$ cat src/rtl/memory_buffer_register.sv
// ============================================================================
// Module   : memory_buffer_register
// Brief    : G memory buffer register with write-bus edits, sense loads,
//            odd-parity generation and a two-state parity checker.
// Revision : 1.0 - initial release
// ============================================================================
`default_nettype none

module memory_buffer_register (
    input  logic        SIM_CLK,
    input  logic        SIM_RST,
    input  logic [15:0] WL_n,
    input  logic        WGG_n,
    input  logic [15:0] SA,
    input  logic        SAP,
    input  logic        RSA,
    input  logic        CGG,
    input  logic        CYR_n,
    input  logic        SR_n,
    input  logic        CYL_n,
    input  logic        EDOP_n,
    input  logic        TPARG_n,
    input  logic        MONPAR,
    output logic [15:0] G,
    output logic        GP,
    output logic        PERR,
    output logic        PALARM
);

    typedef enum logic [0:0] {
        S_IDLE  = 1'b0,
        S_CHECK = 1'b1
    } state_t;

    state_t      r_state;
    logic [15:0] r_g;
    logic        r_gp;
    logic        r_perr;
    logic        r_palarm;

    logic [15:0] w_wbus;
    logic        w_wgg;
    logic [3:0]  w_sel;
    logic        w_edit_ok;
    logic [15:0] w_write_word;
    logic        w_gen_par;
    logic        w_stored_bad;
    logic        w_check_req;

    assign w_wbus    = ~WL_n;
    assign w_wgg     = ~WGG_n;
    // Edit select order: [3]=CYR, [2]=SR, [1]=CYL, [0]=EDOP
    assign w_sel     = ~{CYR_n, SR_n, CYL_n, EDOP_n};
    assign w_edit_ok = w_wgg & $onehot(w_sel);

    // Bit 14 is the overflow bit; bit 15 carries the sign copy for the shifts.
    always_comb begin
        w_write_word = w_wbus;
        if (w_edit_ok) begin
            if (w_sel[3]) begin
                w_write_word = {w_wbus[0], w_wbus[0], w_wbus[14:1]};
            end else if (w_sel[2]) begin
                w_write_word = {w_wbus[14], w_wbus[14], w_wbus[14:1]};
            end else if (w_sel[1]) begin
                w_write_word = {w_wbus[13], w_wbus[13:0], w_wbus[14]};
            end else begin
                w_write_word = {9'd0, w_wbus[13:7]};
            end
        end
    end

    assign w_gen_par    = ~(^{w_write_word[15], w_write_word[13:0]}) ^ MONPAR;
    assign w_stored_bad = ~(^{r_g[15], r_g[13:0], r_gp});
    assign w_check_req  = RSA & ~TPARG_n;

    // Simultaneous sense and write loads merge as a wired-OR bus.
    always_ff @(posedge SIM_CLK) begin
        if (SIM_RST) begin
            r_g  <= 16'h0000;
            r_gp <= 1'b0;
        end else if (RSA && w_wgg) begin
            r_g  <= SA | w_write_word;
            r_gp <= SAP | w_gen_par;
        end else if (RSA) begin
            r_g  <= SA;
            r_gp <= SAP;
        end else if (w_wgg) begin
            r_g  <= w_write_word;
            r_gp <= w_gen_par;
        end else if (CGG) begin
            r_g  <= 16'h0000;
            r_gp <= 1'b0;
        end
    end

    always_ff @(posedge SIM_CLK) begin
        if (SIM_RST) begin
            r_state  <= S_IDLE;
            r_perr   <= 1'b0;
            r_palarm <= 1'b0;
        end else begin
            r_perr <= 1'b0;
            if (r_state == S_CHECK && w_stored_bad) begin
                r_perr   <= 1'b1;
                r_palarm <= 1'b1;
            end
            r_state <= w_check_req ? S_CHECK : S_IDLE;
        end
    end

    assign G      = r_g;
    assign GP     = r_gp;
    assign PERR   = r_perr;
    assign PALARM = r_palarm;

endmodule

`default_nettype wire

$ cat config.mk
export PLATFORM = sky130hd
export DESIGN_NAME = memory_buffer_register
export DESIGN_NICKNAME = d
export VERILOG_FILES = /design/src/rtl/memory_buffer_register.sv
export SDC_FILE = /design/constraint.sdc
export NUM_CORES = 1
export LEC_CHECK = 0
export CAP_MARGIN = 40
export CORE_MARGIN = 5
export CORE_UTILIZATION = 49
export CTS_CLUSTER_DIAMETER = 40
export CTS_CLUSTER_SIZE = 14
export DETAILED_ROUTE_END_ITERATION = 8
export GPL_ROUTABILITY_DRIVEN = 0
export PLACE_DENSITY = 0.86
export SLEW_MARGIN = 0
export SYNTH_ARGS = -nofsm -noshare
export SYNTH_HDL_FRONTEND = slang
export SYNTH_SLANG_ARGS = --single-unit
$ cat constraint.sdc
create_clock -name SIM_CLK -period 8.6 [get_ports SIM_CLK]
set_clock_uncertainty 0.05 [all_clocks]
set_input_delay 1.72 -clock SIM_CLK [delete_from_list [all_inputs] [get_ports SIM_CLK]]
set_output_delay 1.72 -clock SIM_CLK [all_outputs]
set_load 0.005 [all_outputs]
==> qor.yml <==
finish.utilization_pct: 69.85
path_class: "input pin to flop"
end_kind: "flop"
worstPathCellList: "clkdlybuf4s50_1 > fa_1 > inv_1 > ha_1 > ha_1 > or4b_4 > nor3_1 > a211oi_2 > xnor2_1 > xnor2_1 > xnor2_1 > o2bb2ai_1"
report.final.slew_viol_count: 0
drc_errors: 0
clock_latency_ns: 0.31
finalSetupViolCount: 0
cts_root_buffer: "clkbuf_4"
final_common_cell: "clkdlybuf4s50_1"
rsz0062_at_grt: "no"
grt_overflow: 0
leakagePower_nw: 0.8910
finalNonFillerCells: 309
fp.dieW_um: 69.90
slew_headroom_pct: 36.29
synth_fp_nets: 266
ys_seq_area_share_pct: 22.78
clk_pin_slew_ns: 0.13
net-switching-power_w: 0.0001095
ys_seq_elements: 20
port_buffers: 62
ys_async_sr_fraction_pct: 0
cts-hold-fix-buffers: 0
fin_nets: 311
netlist_top_cells_area: "dfxtp_1 23%, xnor2_1 18%, a211oi_1 10%"
p_int_w: 0.0002394
synth_edf_count: 0
grt_usage_pct: 19.79
final_cell_mix: "62 x clkdlybuf4s50_1, 40 x nor2_1, 36 x xnor2_1"
dp_hpwl_mm: 3.757
postSynthAreaPerCell_sq_um: 8.027
reg2reg_depth: 6
grt_pass1_vias: 1720
post_cts_buffers: 0
cts_max_level: 1
cts_tree: "built"
ys_warn_count: 0
netlist.area_leader.share_pct: 22.78
cts.repair.resized: 0
routedWlPerCell_um: 15.36
worst_slew_pin_slew_ns: 0.9557
num_vias: 1714
antenna_found_initial: 0
power_density_nw_per_um2: 146.2
yosysUniqueCellTypes: 32
max-cap-violations: 0
seqPwrFrac_pct: 31.8
cts.sinks: 20
drt_first_iter_violations: 88
fp.dieH_um: 69.90
vias_per_cell: 5.547
worstSetupStartpoint: "CYL_n"
rows: 21
grt_max_degree: 45
syn_inst: 219
path_common_cell: "xnor2_1"
r2r_end: "PALARM$_SDFFE_PP0P_"
area_growth_syn_to_layout_pct: 35.73
finalSetupTns_ns: 0
slowest_delay_ns: 0.82
dr.pass1.iters: 4
grt_pass1_wl_mm: 8.128
peakVddDrop_mv: 0.1055
critPathSlowestCell: "clkdlybuf4s50_1"
boundaryPins: 63
timing.rr.start: "G[13]$_SDFFE_PP0P_"
finalCritPeriodShare_pct: 62.60
cts_buffers: 3
clock_path_buffers: 2
start_util_pct: 51.47
start_kind: "input pin"
dp_cells: 305
placed_area_sq_um: 2333
switching_share_pct: 31.39
crit_end: "GP$_SDFFE_PP0P_"
core_sq_um: 3416
drive_gt1_share_pct: 3.422
p_comb_share_pct: 45.8
yosys.area.top_type: "dfxtp_1"
clockPowerShare_pct: 22.4
worstPathArrival_ns: 5.53
ys.flop_type: "dfxtp_1"
period_minus_slack_ns: 5.383
cp_max_fo: 44
wirelength_mm: 4.746
hold_path.class: "flop to flop"
cp.required_ns: 8.74
status: "finished clean"
final_hold_viol_count: 0
fmaxAchievable_ghz: 0.1858
antenna_cells: 0
final_area_sq_um: 2386
whs_ns: 0.4215
syn_area_sq_um: 1758
die-area_sq_um: 4885
postRouteAntennaNets: 0
reg2reg_slack_ns: 7.13
cells by family after synthesis:
| group | Yosys count | share of synthesized area (%) |
|---|---|---|
| AOI/OAI and AO/OA | 61 | 26.05 |
| and+or+nand+nor | 55 | 14.38 |
| xor gates and xnor gates | 44 | 21.92 |
| buffers and inverters | 27 | 7.117 |
| DFF | 20 | 22.78 |
| muxes | 9 | 5.196 |
| adders and majority gates | 3 | 2.562 |
critical path: cells and delay by family:
family | cells | cell delay, ns
buf+inv | 2 | 0.86
fa+ha+maj | 3 | 1.15
simple gates | 2 | 1.09
compound gates | 2 | 0.20
xor+xnor | 3 | 0.48
cells in the mapped netlist (2+ instances only):
cell	n
clkbuf_1	16
xnor2_1	36
xor2_1	8
nand2_1	6
nand2b_1	2
dfxtp_1	20
o211a_1	3
o21ai_0	3
mux2i_1	8
a211oi_1	24
o21ai_1	2
ha_1	2
a21oi_1	9
inv_1	4
buf_2	4
a221oi_1	15
buf_6	2
nor3b_1	2
nor2_1	40
routing by layer:
layer	up-vias	wire (um)	GRT usage [%]	part of all wire [%]
met5	-	0	0	0
met3	8	246	4.878	5.2
met4	0	98	4.894	2.1
met2	51	2381	34.31	50
li1	868	-	-	-
met1	787	2019	24.45	43
worst min-delay path by stage:
stage	end	slack [ns]	cells past startpoint	from
after floorplan	PALARM$_SDFFE_PP0P_	0.40	1	PALARM$_SDFFE_PP0P_
after detailed placement	PALARM$_SDFFE_PP0P_	0.39	1	PALARM$_SDFFE_PP0P_
after CTS	PALARM$_SDFFE_PP0P_	0.42	1	PALARM$_SDFFE_PP0P_
after global placement	PALARM$_SDFFE_PP0P_	0.39	1	PALARM$_SDFFE_PP0P_
final	PALARM$_SDFFE_PP0P_	0.42	1	PALARM$_SDFFE_PP0P_
after global routing	PALARM$_SDFFE_PP0P_	0.46	1	PALARM$_SDFFE_PP0P_
cell type report:
| class | instances | area [sq um] |
|---|---|---|
| tap | 46 | 57.56 |
| sequential | 20 | 400.4 |
| clock buffer | 3 | 22.52 |
| multi-input combinational | 172 | 1232 |
| fill | 281 | 1030 |
| inverter | 4 | 15.01 |
| timing repair buffer | 63 | 628.1 |
| clock inverter | 1 | 30.03 |
through the flow:
stage | power [W] | setup slack [ns]
3_3_place_gp | 0.0002703 | 2.969
5_1_grt | 0.0003719 | 3.022
2_1_floorplan | 0.0002190 | 4.202
6_report | 0.0003489 | 3.217
4_1_cts | 0.0003512 | 3.213
3_5_place_dp | 0.0002734 | 2.865
sequential cells by signal (all words and copies together) (netlist names):
| signal | cells |
|---|---|
| PERR | 1 |
| GP | 1 |
| r_state | 1 |
| PALARM | 1 |
| G | 16 |
power groups by stage:
stage / clock network, W / registers (W) / logic, W
finish: 0.0000780 / 0.000111 / 0.000160
global route: 0.0000835 / 0.000112 / 0.000176
CTS: 0.0000789 / 0.000111 / 0.000161
detailed placement: 0 / 0.000113 / 0.000160
global placement: 0 / 0.000113 / 0.000157
floorplan: 0 / 0.000113 / 0.000107
No activity file was read; power rests on OpenSTA's default activity.
